### config.mk
export PLATFORM = sky130hd
export DESIGN_NAME = lsu_byte_seq
export DESIGN_NICKNAME = d
export VERILOG_FILES = /design/src/rtl/lsu_byte_seq.sv
export SDC_FILE = /design/constraint.sdc
export NUM_CORES = 1
export LEC_CHECK = 0
export BUFFER_PORTS_ARGS = -buffer_cell sky130_fd_sc_hd__clkbuf_2
export CORE_MARGIN = 2
export CORE_UTILIZATION = 46
export DETAILED_ROUTE_END_ITERATION = 10
export PLACE_DENSITY_LB_ADDON = 0.05
export SETUP_SLACK_MARGIN = 0.1
export SLEW_MARGIN = 5
export SYNTH_ARGS = -nofsm -noshare
export SYNTH_HDL_FRONTEND = slang
export SYNTH_SLANG_ARGS = --single-unit
export TNS_END_PERCENT = 30
### constraint.sdc
create_clock -name clk -period 1.93 [get_ports clk]
set_input_delay 0.2895 -clock clk [delete_from_list [all_inputs] [get_ports clk]]
set_output_delay 0.2895 -clock clk [all_outputs]
set_load 0.02 [all_outputs]
### src/rtl/lsu_byte_seq.sv
// Byte-serial load/store sequencer: splits word/half/byte requests into little-endian
// single-byte RAM accesses and sign/zero-extends load data. Option: LSU_ALIGN_CHECK_EN.
module lsu_byte_seq #(
  parameter int ADDR_W = 6
) (
  input  logic              clk,
  input  logic              rstn,
  input  logic              req_valid,
  output logic              req_ready,
  input  logic              req_we,
  input  logic [2:0]        req_type,
  input  logic [ADDR_W-1:0] req_addr,
  input  logic [31:0]       req_wdata,
  output logic              resp_valid,
  output logic [31:0]       resp_rdata,
  output logic              resp_err,
  output logic              mem_en,
  output logic              mem_we,
  output logic [ADDR_W-1:0] mem_addr,
  output logic [7:0]        mem_wdata,
  input  logic [7:0]        mem_rdata
);

  typedef enum logic [1:0] {S_IDLE, S_ACCESS, S_WAIT, S_DONE} state_t;

  state_t              r_state;
  state_t              w_next;
  logic                r_we;
  logic [2:0]          r_type;
  logic [ADDR_W-1:0]   r_addr;
  logic [31:0]         r_wdata;
  logic [1:0]          r_cnt;
  logic [31:0]         r_asm;
  logic [31:0]         r_rdata;
  logic                w_accept;
  logic                w_type_ok;
  logic                w_misalign;
  logic [1:0]          w_nlast;
  logic                w_last;
  logic [31:0]         w_full;
  logic [31:0]         w_ext;

  assign req_ready  = (r_state == S_IDLE);
  assign resp_valid = (r_state == S_DONE);
  assign resp_rdata = r_rdata;
  assign w_accept   = req_valid && req_ready;
  assign w_type_ok  = (req_type <= 3'b100);

`ifdef LSU_ALIGN_CHECK_EN
  assign w_misalign = ((req_type == 3'b000) && (req_addr[1:0] != 2'b00)) ||
                      (((req_type == 3'b001) || (req_type == 3'b010)) && req_addr[0]);
`else
  assign w_misalign = 1'b0;
`endif

  // Index of the last byte of the latched request (N-1)
  always_comb begin
    w_nlast = 2'd0;
    case (r_type)
      3'b000:          w_nlast = 2'd3;
      3'b001, 3'b010:  w_nlast = 2'd1;
      default:         w_nlast = 2'd0;
    endcase
  end

  assign w_last = (r_cnt == w_nlast);

  // The final byte is still on mem_rdata during WAIT, so splice it in combinationally
  always_comb begin
    w_full = r_asm;
    w_full[{w_nlast, 3'b000} +: 8] = mem_rdata;
  end

  always_comb begin
    w_ext = w_full;
    case (r_type)
      3'b001:  w_ext = {{16{w_full[15]}}, w_full[15:0]};
      3'b010:  w_ext = {16'h0000, w_full[15:0]};
      3'b011:  w_ext = {{24{w_full[7]}}, w_full[7:0]};
      3'b100:  w_ext = {24'h000000, w_full[7:0]};
      default: w_ext = w_full;
    endcase
  end

  always_ff @(posedge clk or negedge rstn) begin
    if (!rstn) r_state <= S_IDLE;
    else       r_state <= w_next;
  end

  // Memory strobes decode from state so reset removes them without waiting for a clock
  always_comb begin
    w_next    = r_state;
    mem_en    = 1'b0;
    mem_we    = 1'b0;
    mem_addr  = '0;
    mem_wdata = 8'h00;
    case (r_state)
      S_IDLE: begin
        if (w_accept) begin
          if (!w_type_ok || w_misalign) w_next = S_DONE;
          else                          w_next = S_ACCESS;
        end
      end
      S_ACCESS: begin
        mem_en    = 1'b1;
        mem_we    = r_we;
        mem_addr  = r_addr + ADDR_W'(r_cnt);
        mem_wdata = r_wdata[{r_cnt, 3'b000} +: 8];
        if (w_last) w_next = r_we ? S_DONE : S_WAIT;
      end
      S_WAIT:  w_next = S_DONE;
      S_DONE:  w_next = S_IDLE;
      default: w_next = S_IDLE;
    endcase
  end

  always_ff @(posedge clk or negedge rstn) begin
    if (!rstn) begin
      r_we    <= 1'b0;
      r_type  <= 3'b000;
      r_addr  <= '0;
      r_wdata <= 32'h0;
      r_cnt   <= 2'd0;
      r_asm   <= 32'h0;
      r_rdata <= 32'h0;
    end else begin
      case (r_state)
        S_IDLE: begin
          if (w_accept) begin
            r_we    <= req_we;
            r_type  <= req_type;
            r_addr  <= req_addr;
            r_wdata <= req_wdata;
            r_cnt   <= 2'd0;
            if (!w_type_ok) r_rdata <= 32'h0;
          end
        end
        S_ACCESS: begin
          r_cnt <= r_cnt + 2'd1;
          if (!r_we && (r_cnt != 2'd0)) r_asm[{r_cnt - 2'd1, 3'b000} +: 8] <= mem_rdata;
        end
        S_WAIT:  r_rdata <= w_ext;
        default: ;
      endcase
    end
  end

`ifdef LSU_ALIGN_CHECK_EN
  logic r_err;

  always_ff @(posedge clk or negedge rstn) begin
    if (!rstn)         r_err <= 1'b0;
    else if (w_accept) r_err <= w_misalign;
  end

  assign resp_err = r_err;
`else
  assign resp_err = 1'b0;
`endif

endmodule

* Word level (Yosys, flattened, before mapping)
Index checks and enable logic that the tools add are counted.
** Cells by class
- Shift operators :: 5
- Order comparisons :: 1
- Bitwise operators :: 0
- Multiply operators :: 0
- Div/mod/pow operators :: 0
- Muxes and demuxes :: 18
- Eq/ne operators :: 11
- Add/sub/neg operators :: 5
- Reductions and logical operators :: 14
** Operators with widths (count)
- one-hot mux 32 bit (4 select lines) :: 1
- bitwise mux 32 bit :: 2
- two-way mux 32 bit :: 2
- one-hot mux 32 bit (2 select lines) :: 1
- variable shift 8 x 7 -> 32 bit (first input constant) :: 2
- variable part select 8 x 7 -> 32 bit :: 2
- variable part select 32 x 6 -> 8 bit :: 1
- negator 5 -> 7 bit :: 2
- two-way mux 2 bit :: 4
- two-way mux 8 bit :: 1
- one-hot mux 2 bit (2 select lines) :: 2
- one-hot mux 2 bit (4 select lines) :: 1
- AND reduction 2 bit :: 4
- adder 6 x 2 -> 6 bit :: 1
- == test 3 x 2 -> 1 bit (second input constant) :: 2
- two-way mux 6 bit :: 1
- nonzero test 2 bit :: 3
- == test 2 bit (second input constant) :: 2
- != test 2 bit (second input constant) :: 2
- == test 3 x 1 -> 1 bit (second input constant) :: 1
- == test 3 bit (second input constant) :: 1
- less-or-equal comparator 3 bit (second input constant) :: 1
- logical NOT 3 bit :: 1
- two-way mux 1 bit :: 3
- 10 further kinds :: 11
** Word-level totals
- Memory bits (writable) :: 0
- Word-level logic and storage cells :: 62
- Input port bits :: 53
- ROM bits :: 0
- Register bits after elaboration :: 110
- Memories :: 0
- Bits in latches :: 0

* Longest topological paths before layout
Gate-level depths: netlist of the first run.
- Depth in word-level cells :: 8
- Mapped depth :: 7
- Depth with buffers taken out :: 6

* Worst setup path before layout of the first run
OpenSTA, ideal clock, no wires.
- Path kind :: register to register
- From :: register r_cnt[0]
- To :: register r_asm[29]
- Cell stages (with the launch flop) :: 7
- Arrival time :: 1.818 ns
- Required time :: 1.835 ns
- Period minus slack after synthesis :: 1.914 ns
- Setup time :: 0.095 ns
- Slack :: 0.016 ns
- Cell sequence :: dfrtp_1 > inv_1 > ha_1 > nor3b_1 > nand2_1 > clkbuf_1 > o31ai_1
** Between the ends
- Cells in the longest elaborated chain, start to end :: 4
- Elaborated cells between the ends (all ways) :: 8
- Those cells by class :: 2 x add/sub; 2 x shift; 1 x mux; 3 x reduce/logical
** Ends and longest elaborated chain
- start: declaration :: line 32 : logic [1:0] r_cnt;
- start signal: assignment :: line 139 : r_cnt <= r_cnt + 2'd1;
- subtractor 2 x 1 -> 2 bit :: line 140 : if (!r_we && (r_cnt != 2'd0)) r_asm[{r_cnt - 2'd1, 3'b000} +: 8] <= mem_rdata;
- negator 5 -> 7 bit :: line 140
- variable part select 8 x 7 -> 32 bit or variable shift 8 x 7 -> 32 bit (tied branches) :: line 140
- bitwise mux 32 bit :: line 140
- end signal: indexed assignment :: line 140
- end: declaration :: line 33 : logic [31:0] r_asm;
Several ways; a longest one is shown, not always the timed one.
A chain may end at the register's enable or synchronous reset.

* Worst setup path in the final report of the first run
- From :: register r_cnt[0]
- To :: output port mem_addr[4]
** Between the ends
- Cells in the longest elaborated chain, start to end :: 2
** Ends and longest elaborated chain
- adder 6 x 2 -> 6 bit :: line 107 : mem_addr = r_addr + ADDR_W'(r_cnt);
- two-way mux 6 bit :: line 97 : case (r_state)
- end: declaration :: line 19 : output logic [ADDR_W-1:0] mem_addr,
Every way passes these cells.

==> results of run 1 <==
synthesized netlist by cell type, drive strengths merged:
cell type  instances  area (um2)
a211oi             1        12.5
a21o               1        7.51
a21oi              1        5.00
a22o               2        17.5
a2bb2oi            1        15.0
a32o               1        10.0
and2              16         100
and3               1        6.26
buf               18         128
clkbuf            14        62.6
clkinv             2        7.51
conb               1        3.75
dfrtp            110        2750
fa                 1        20.0
ha                12         150
inv                5        18.8
maj3               7        70.1
mux2              42         473
mux2i              9        90.1
mux4               8         184
nand2             81         304
nand2b            11        68.8
nand3              4        20.0
nand3b             1        7.51
nand4              1        6.26
nor2              10        37.5
nor2b              2        15.0
nor3               2        10.0
nor3b              1        7.51
o211ai             7        52.6
o21a               8        60.1
o21ai             22         118
o22ai              8        50.1
o2bb2ai            1        8.76
o31ai             48         365
o32ai              1        16.3
o41ai              1        27.5
or2                3        18.8
or3                1        6.26
or3b               1        8.76
xnor2              4        53.8
xor2               1        8.76
stage by stage:
stage                     hold WS (ps)  area, um2  util, %  setup TNS (ps)  instances
after floorplan                  -6.09       5410        -               0        472
after global placement             333       6160     53.7               0        710
after detailed placement           334       6160     53.7               0        710
after CTS                          150       6720     58.6           -1740        732
after global routing               156       7270     63.4           -2060        739
final                              159       7270     63.4           -1110        739
final cells by class:
type | count | area, um2 | area share (%)
clock buffers | 11 | 243 | 3.34
well taps | 143 | 179 | 2.46
repair buffers | 140 | 1080 | 14.8
flip-flops and latches | 110 | 2760 | 37.9
inverters | 7 | 41.3 | 0.568
clock inverters | 5 | 81.3 | 1.12
multi-input cells | 323 | 2890 | 39.7
routing by layer:
layer | vias up | part of all wire [%] | GRT usage [%]
li1 | 1923 | - | -
met1 | 1989 | 44 | 26.5
met2 | 85 | 50 | 33.6
met3 | 14 | 4.8 | 4.64
met4 | 0 | 1.5 | 7.56
met5 | - | 0 | 0
power by group through the flow:
stage | clock network (uW) | registers [uW] | logic [uW]
6_report | 2030 | 4190 | 7110
5_1_grt | 2190 | 4340 | 7720
4_1_cts | 2070 | 4130 | 6060
3_5_place_dp | 0 | 4150 | 5620
3_3_place_gp | 0 | 4100 | 5520
2_1_floorplan | 0 | 4290 | 3870
kinds of logic (layout without fill, tap and decap cells):
group | after synthesis | in the layout | share of synthesized area, %
other | 1 | 1 | 0.0694
XOR/XNOR | 5 | 5 | 1.16
flip-flops | 110 | 110 | 50.9
AO/OA/AOI/OAI | 103 | 103 | 14.2
AND/OR/NAND/NOR | 135 | 135 | 11.4
adder cells (fa/ha/maj) | 20 | 20 | 4.44
multiplexers | 59 | 59 | 13.8
buffers and inverters | 39 | 163 | 4.00
path summary, 6_finish.rpt:
path | end | slack (ps) | cells past startpoint
setup reg to reg | r_asm[17] | 120 | 9
max in group asynchronous | r_state[1] | 870 | 3
hold reg to reg | resp_rdata[6] | 480 | 2
min in group asynchronous | resp_rdata[21] | 480 | 2
setup / recovery | mem_addr[4] | -160 | 6
hold / removal | r_addr[1] | 160 | 2
state kept, by name, summed over array words and instances, names as in the netlist:
signal / count
r_asm: 32
r_wdata: 32
resp_rdata: 32
r_addr: 6
r_type: 3
r_cnt: 2
r_state: 2
r_we: 1
repair_timing:
action                     in CTS  in global routing
setup endpoints to repair      17                115
hold endpoints to repair       40                  0
resized for setup              42                137
pin swaps                       6                 31
hold buffers                    1                  0
setup buffers                   5                  5
cloned                          0                  3
critical path, stage by stage (launching register included):
cell	delay, ps
dfrtp_2	450
ha_4	180
fa_2	360
nand3_2	80
xnor2_1	100
and2_1	140
clkbuf_8	140
==> impl_metrics.env, run 1 <==
export IMPL_status="finished, violations left"
export IMPL_violations="setup timing"
export IMPL_ant_nets=0
export IMPL_num_fill_cells=942
export IMPL_min_from="req_addr[1]"
export IMPL_fin_worst_skew_ps=6.18
export IMPL_numCtsBuffers=9
export IMPL_ys_ff_latch=110
export IMPL_rows=39
export IMPL_synth_warning_count=0
export IMPL_max_freq_ghz=0.478
export IMPL_synth_area_um2=5410
export IMPL_setup_viol=13
export IMPL_final_common_cell="dfrtp_1"
export IMPL_final_cell_mix="dfrtp_1, clkbuf_2, nand2_1"
export IMPL_dieArea_um2=12600
export IMPL_wl_per_cell_um=17.5
export IMPL_seqPwrFrac_pct=31.5
export IMPL_synth_cell_types=53
export IMPL_critPathLaunchType="flip-flop"
export IMPL_vias_per_cell=5.43
export IMPL_arrival_ps=1800
export IMPL_coreArea_um2=11500
export IMPL_nets=657
export IMPL_final_layout_size_suffix_gt1_share_pct=48.8
export IMPL_die_w_um=112
export IMPL_synth_area_per_cell_um2=11.5
export IMPL_die_y_um=112
export IMPL_cp_data_required_time_ps=1640
export IMPL_startpoint="r_cnt[0]"
export IMPL_place_ws_ps=90.8
export IMPL_post_route_period_util_pct=108
export IMPL_wirelength_um=12900
export IMPL_drt_iter0_markers=156
export IMPL_layout_min_cycle_time_ps=2090
export IMPL_place_hpwl_um=8720
export IMPL_cts_sinks=110
export IMPL_syn2layout_area_growth_pct=34.4
export IMPL_crit_fanout=3
export IMPL_hold_violations=0
export IMPL_powerDensity_nw_per_um2=1840
export IMPL_end_kind="output port"
export IMPL_cts_htree_levels=3
export IMPL_tightest_slew_ps=598
export IMPL_clk_pin_slew_ps=70
export IMPL_p_int_uw=8070
export IMPL_syn_num_nets=538
export IMPL_r2r_start="r_cnt[0]"
export IMPL_clockPowerShare_pct=15.3
export IMPL_slew_viol_final=0
export IMPL_finalPower_uw=13300
export IMPL_fin_ws_ps=-164
export IMPL_p_sw_share_pct=39.5
export IMPL_antenna_cells=0
export IMPL_grt_use_total_pct=20.4
export IMPL_p_leak_uw=0.00324
export IMPL_grt_max_degree=50
export IMPL_grt_setup_unrepaired="yes"
export IMPL_numPortBuffers=102
export IMPL_grt_pass1_wl_um=20400
export IMPL_overflow=0
export IMPL_num_io_pins=104
export IMPL_grt_antenna_before_repair=0
export IMPL_cts_root_buf="clkbuf_16"
export IMPL_max_cap_viol_count=0
export IMPL_vias=4011
export IMPL_synth_cells=472
export IMPL_dr_pass1_iters=4
export IMPL_max_vdd_ir_drop_mv=1.06
export IMPL_path_class="flip-flop to output port"
export IMPL_initial_utilization_pct=47.1
export IMPL_slew_headroom_pct=60.1
export IMPL_combPwrFrac_pct=53.3
export IMPL_drcViolationCount=0
export IMPL_hold_class="input pin to flip-flop"
export IMPL_p_switching_uw=5260
export IMPL_grt_pass1_vias=4095
export IMPL_ys_seq_area_share_pct=50.9
export IMPL_cts_max_path_buffers=2
export IMPL_insertion_delay_ps=350
export IMPL_cts_tree="built"
export IMPL_gp_congestion=0.769
(Power assumes the default switching activity.)
==> run 2, diff against run 1 <==
--- a/config.mk
+++ b/config.mk
@@ -6,11 +6,12 @@
 export NUM_CORES = 1
 export LEC_CHECK = 0
 export BUFFER_PORTS_ARGS = -buffer_cell sky130_fd_sc_hd__clkbuf_2
-export CORE_MARGIN = 2
+export CORE_MARGIN = 3
 export CORE_UTILIZATION = 46
 export DETAILED_ROUTE_END_ITERATION = 10
 export PLACE_DENSITY_LB_ADDON = 0.05
 export SETUP_SLACK_MARGIN = 0.1
+export SKIP_LAST_GASP = 1
 export SLEW_MARGIN = 5
 export SYNTH_ARGS = -nofsm -noshare
 export SYNTH_HDL_FRONTEND = slang
==> constraint.sdc (replaced) <==
create_clock -name clk -period 1.93 [get_ports clk]
set_input_delay 0 -clock clk [delete_from_list [all_inputs] [get_ports clk]]
set_output_delay 0 -clock clk [all_outputs]
set_load 0.02 [all_outputs]
==> impl_metrics.env, run 2 (synthesis gave the netlist of run 1 again) <==
export IMPL_seqCellArea_um2=2750
export IMPL_overflow=0
export IMPL_vias=4079
export IMPL_hold_ws_ps=35.8
export IMPL_antenna_cells=0
export IMPL_status="finished, violations left"
export IMPL_die_y_um=114
export IMPL_critPathSlowestCell="dfrtp_2"
export IMPL_crit_fanout=3
export IMPL_place_hpwl_um=8510
export IMPL_max_vdd_ir_drop_mv=1.19
export IMPL_end_kind="output port"
export IMPL_die_w_um=114
export IMPL_final_cell_mix="dfrtp_1, clkbuf_2, nand2_1"
export IMPL_initial_utilization_pct=48.4
export IMPL_nets=694
export IMPL_final_common_cell="dfrtp_1"
export IMPL_fin_ws_ps=-25.9
export IMPL_p_leak_uw=0.00323
export IMPL_max_cap_viol_count=0
export IMPL_finalSetupTns_ps=-25.9
export IMPL_path_cells="buf_8, ha_4, fa_2, nand3_2, xnor2_1, and2_1, clkbuf_8"
export IMPL_wirelength_um=12500
export IMPL_coreArea_um2=11200
export IMPL_num_fill_cells=903
export IMPL_cts_tree="built"
export IMPL_use_met2_pct=33.9
export IMPL_cts_root_buf="clkbuf_16"
export IMPL_top_usage_layer="met2"
export IMPL_drcViolationCount=0
export IMPL_max_freq_ghz=0.511
export IMPL_violations="setup timing"
export IMPL_cts_htree_levels=3
export IMPL_gp_congestion=0.816
export IMPL_grt_setup_unrepaired="yes"
export IMPL_place_ws_ps=-3.54
export IMPL_ant_nets=0
export IMPL_final_layout_size_suffix_gt1_share_pct=33.6
export IMPL_grt_pass1_vias=4180
export IMPL_hold_violations=0
export IMPL_grt_antenna_before_repair=0
export IMPL_vias_per_cell=5.28
export IMPL_met1_usage_pct=25.6
export IMPL_numPortBuffers=102
export IMPL_post_route_period_util_pct=101
export IMPL_num_io_pins=104
export IMPL_dr_pass1_iters=4
export IMPL_cp_data_required_time_ps=1930
export IMPL_rows=38
export IMPL_syn2layout_area_growth_pct=30.7
export IMPL_finalPower_uw=11900
export IMPL_cts_sinks=110
export IMPL_grt_pass1_wl_um=20700
export IMPL_multi_input_area_um2=2510
export IMPL_met3_usage_pct=5.39
export IMPL_cpPeakStageDelay_ps=430
export IMPL_layout_min_cycle_time_ps=1960
export IMPL_dieArea_um2=13100
export IMPL_hold_class="input pin to async pin"
export IMPL_setup_viol=1
export IMPL_path_class="flip-flop to output port"
export IMPL_powerDensity_nw_per_um2=1680
export IMPL_slew_viol_final=0
export IMPL_cts_max_path_buffers=2
export IMPL_arrival_ps=1960
export IMPL_numCtsBuffers=9
export IMPL_critPathLaunchType="flip-flop"
export IMPL_grt_max_degree=54
export IMPL_wl_per_cell_um=16.2
export IMPL_clk_pin_slew_ps=70
export IMPL_insertion_delay_ps=350
export IMPL_fin_worst_skew_ps=5.34
export IMPL_grt_use_total_pct=20.0
export IMPL_drt_iter0_markers=143
==> run 2: cell types whose count changed in the layout (fill, tap and decap cells not counted), moves of 6 or more <==
cell           before  now
o21ai_2             8    2
o31ai_1            30   47
nand2_4            10    0
clkbuf_2           86   96
dlygate4sd3_1       1   51
o21ai_0            11   19
nand2_1            66   77
o31ai_4             8    0
nand2b_1            5   11
buf_6              14    3
o31ai_2            10    1
and2_4             11    0
and2_1              5   16
==> run 2: per-stage QoR <==
step	utilization, %	instances	cell area (um2)
2_1_floorplan	-	472	5410
3_3_place_gp	54.7	703	6120
3_5_place_dp	54.7	703	6120
4_1_cts	62.5	771	6980
5_1_grt	63.2	773	7060
6_report	63.2	773	7060
==> run 2: metal layers <==
metal | routed length [um] | up-vias | part of all wire (%)
met5 | 0 | - | 0
met4 | 191 | 0 | 1.5
met3 | 604 | 14 | 4.8
met2 | 6150 | 105 | 49
met1 | 5560 | 1967 | 44
li1 | - | 1993 | -
==> run 2: area by class of cell <==
| type | instances | area share, % |
|---|---|---|
| flip-flops and latches | 110 | 39.0 |
| repair buffers | 177 | 18.4 |
| well taps | 140 | 2.48 |
| multi-input cells | 323 | 35.5 |
| clock inverters | 3 | 0.620 |
| inverters | 7 | 0.372 |
| clock buffers | 13 | 3.68 |
==> run 2: worst paths after layout <==
check                              start              to  slack (ps)  cells after the start
hold reg to reg            resp_rdata[5]   resp_rdata[5]         470                      2
max in group asynchronous           rstn   resp_rdata[7]        1290                      3
setup reg to reg                r_cnt[0]      r_state[1]         170                      6
setup / recovery                r_cnt[0]     mem_addr[4]         -30                      7
min in group clk               req_valid        r_cnt[0]         110                      4
hold / removal                      rstn  resp_rdata[19]          40                      2
==> run 2: worst max-delay path: cells and delay by family (launching register included) <==
| kind | cells | cell delay, ps |
|---|---|---|
| buf+inv | 2 | 270 |
| simple gates | 2 | 240 |
| xor+xnor | 1 | 120 |
| fa+ha+maj | 2 | 540 |
| flops | 1 | 430 |
==> run 2: what timing repair did <==
action | CTS | global route
cloned | 0 | 0
endpoints found under the hold margin | 160 | 0
endpoints found under the setup margin | 29 | 53
pin swaps | 0 | 4
setup buffers | 1 | 2
hold buffers | 51 | 0
gates resized for setup | 13 | 16
==> run 2: report_power, final <==
group	total (uW)	switching (uW)	internal (uW)	leakage [uW]
Sequential	4130	715	3410	0.00138
Combinational	5870	3150	2720	0.00170
Clock	1900	818	1080	0.000150
==> run 3, diff against run 2 <==
--- a/config.mk
+++ b/config.mk
@@ -7,7 +7,7 @@
 export LEC_CHECK = 0
 export BUFFER_PORTS_ARGS = -buffer_cell sky130_fd_sc_hd__clkbuf_2
 export CORE_MARGIN = 3
-export CORE_UTILIZATION = 46
+export CORE_UTILIZATION = 50
 export DETAILED_ROUTE_END_ITERATION = 10
 export PLACE_DENSITY_LB_ADDON = 0.05
 export SETUP_SLACK_MARGIN = 0.1
==> impl_metrics.env, run 3 (synthesis gave the netlist of run 1 again) <==
export IMPL_grt_setup_unrepaired="yes"
export IMPL_hold_depth=4
export IMPL_gp_congestion=0.838
export IMPL_insertion_delay_ps=370
export IMPL_p_int_uw=6940
export IMPL_fin_worst_skew_ps=15.3
export IMPL_vias_per_cell=5.36
export IMPL_min_from="req_valid"
export IMPL_wl_per_cell_um=16.2
export IMPL_arrival_ps=1890
export IMPL_dpl_cell_area_um2=6130
export IMPL_slew_viol_final=0
export IMPL_antenna_cells=0
export IMPL_coreArea_um2=10400
export IMPL_ant_nets=0
export IMPL_num_fill_cells=813
export IMPL_drcViolationCount=0
export IMPL_vias=4152
export IMPL_grt_antenna_before_repair=0
export IMPL_p_sw_share_pct=40.3
export IMPL_post_route_period_util_pct=98.0
export IMPL_die_w_um=110
export IMPL_grt_use_total_pct=22.5
export IMPL_status="completed"
export IMPL_seqPwrFrac_pct=35.6
export IMPL_dr_pass1_iters=5
export IMPL_place_hpwl_um=8490
export IMPL_cts_sinks=110
export IMPL_numPortBuffers=102
export IMPL_clockPowerShare_pct=13.7
export IMPL_syn2layout_area_growth_pct=29.9
export IMPL_cp_data_required_time_ps=1930
export IMPL_r2r_start="r_cnt[0]"
export IMPL_clk_pin_slew_ps=100
export IMPL_combPwrFrac_pct=50.7
export IMPL_hold_class="input pin to flip-flop"
export IMPL_final_layout_size_suffix_gt1_share_pct=34.9
export IMPL_drt_iter0_markers=159
export IMPL_hold_end="r_cnt[0]"
export IMPL_die_y_um=110
export IMPL_grt_pass1_wl_um=21100
export IMPL_cts_root_buf="clkbuf_8"
export IMPL_layout_min_cycle_time_ps=1890
export IMPL_cts_htree_levels=3
export IMPL_max_vdd_ir_drop_mv=0.824
export IMPL_cts_max_path_buffers=2
export IMPL_initial_utilization_pct=51.9
export IMPL_grt_pass1_vias=4346
export IMPL_hold_violations=0
export IMPL_rows=37
export IMPL_cts_tree="built"
export IMPL_powerDensity_nw_per_um2=1660
export IMPL_p_leak_uw=0.00321
export IMPL_nets=700
export IMPL_overflow=0
export IMPL_dieArea_um2=12100
export IMPL_final_area_um2=7020
export IMPL_rrSetupSlack_ps=50
export IMPL_grt_max_degree=55
export IMPL_setup_viol=0
export IMPL_max_cap_viol_count=0
export IMPL_critPathLaunchType="flip-flop"
export IMPL_finalPower_uw=11600
export IMPL_max_freq_ghz=0.529
export IMPL_path_class="flip-flop to output port"
export IMPL_p_switching_uw=4690
export IMPL_numCtsBuffers=9
export IMPL_crit_fanout=7
export IMPL_final_cell_mix="dfrtp_1, clkbuf_2, nand2_1"
export IMPL_wirelength_um=12600
export IMPL_rr_worst_depth=7
export IMPL_crit_reg2reg_capture="r_state[1]"
export IMPL_num_io_pins=104
export IMPL_end_kind="output port"
export IMPL_final_common_cell="dfrtp_1"
[run 3: cell types whose count changed in the layout (fill, tap and decap cells not counted), moves of 2 or more]
cell	change
clkbuf_8	+8
inv_6	+3
nand2_2	-3
nand2_1	+3
buf_2	+2
clkbuf_16	-9
buf_4	+5
clkbuf_1	-2
[run 3: how the worst max path moves through the flow]
stage	startpoint	to	slack [ps]	cells past startpoint
2_1_floorplan	r_state[1]	r_state[1]	110	6
3_3_place_gp	r_state[1]	r_asm[13]	190	5
3_5_place_dp	r_state[1]	r_asm[13]	50	5
4_1_cts	r_cnt[1]	mem_addr[5]	50	7
5_1_grt	r_cnt[1]	mem_addr[5]	-40	7
6_report	r_cnt[0]	mem_wdata[1]	40	5
[run 3: power groups by stage]
stage	sequential (uW)	combinational, uW	clock [uW]
global placement	4090	5480	0
finish	4140	5900	1590
CTS	4120	5800	1620
global route	4270	6570	1730
detailed placement	4150	5600	0
floorplan	4290	3870	0
[run 3: routing by layer]
metal,wire (um),share of wire (%),GRT usage [%]
met1,5510,44,28.8
met2,6310,50,38.4
met3,569,4.5,4.02
met4,198,1.6,7.93
met5,0,0,0
[run 3: stage by stage]
step	hold slack (ps)	cells	TNS [ps]	setup slack (ps)	utilization [%]
finish	90.3	775	0	38.6	67.4
global route	135	775	-133	-44.6	67.4
CTS	81.1	771	0	49.5	66.7
detailed placement	-16.5	702	0	50.0	58.9
global placement	-22.8	702	0	189	58.9
floorplan	-296	472	0	111	-
[run 3: what timing repair did]
action | 4_1_cts | 5_1_grt
pin swaps | 4 | 2
buffers inserted | 2 | 4
setup endpoints to repair | 9 | 78
resized for setup | 11 | 17
hold buffers | 51 | 0
endpoints found under the hold margin | 109 | 0
[run 3: layout make-up]
class,instances,area (um2),share of cell area [%]
multi-input cells,323,2510,35.8
repair buffers,183,1330,18.9
well taps,136,170,2.42
clock inverters,6,91.3,1.30
clock buffers,10,138,1.96
inverters,7,26.3,0.374
flip-flops and latches,110,2750,39.2
[run 3: worst max-delay path: stages, from the launching register on]
cell and delay (ps):
dfrtp_2 440, buf_4 140, buf_8 120, mux4_2 490
and2_1 180, clkbuf_2 150
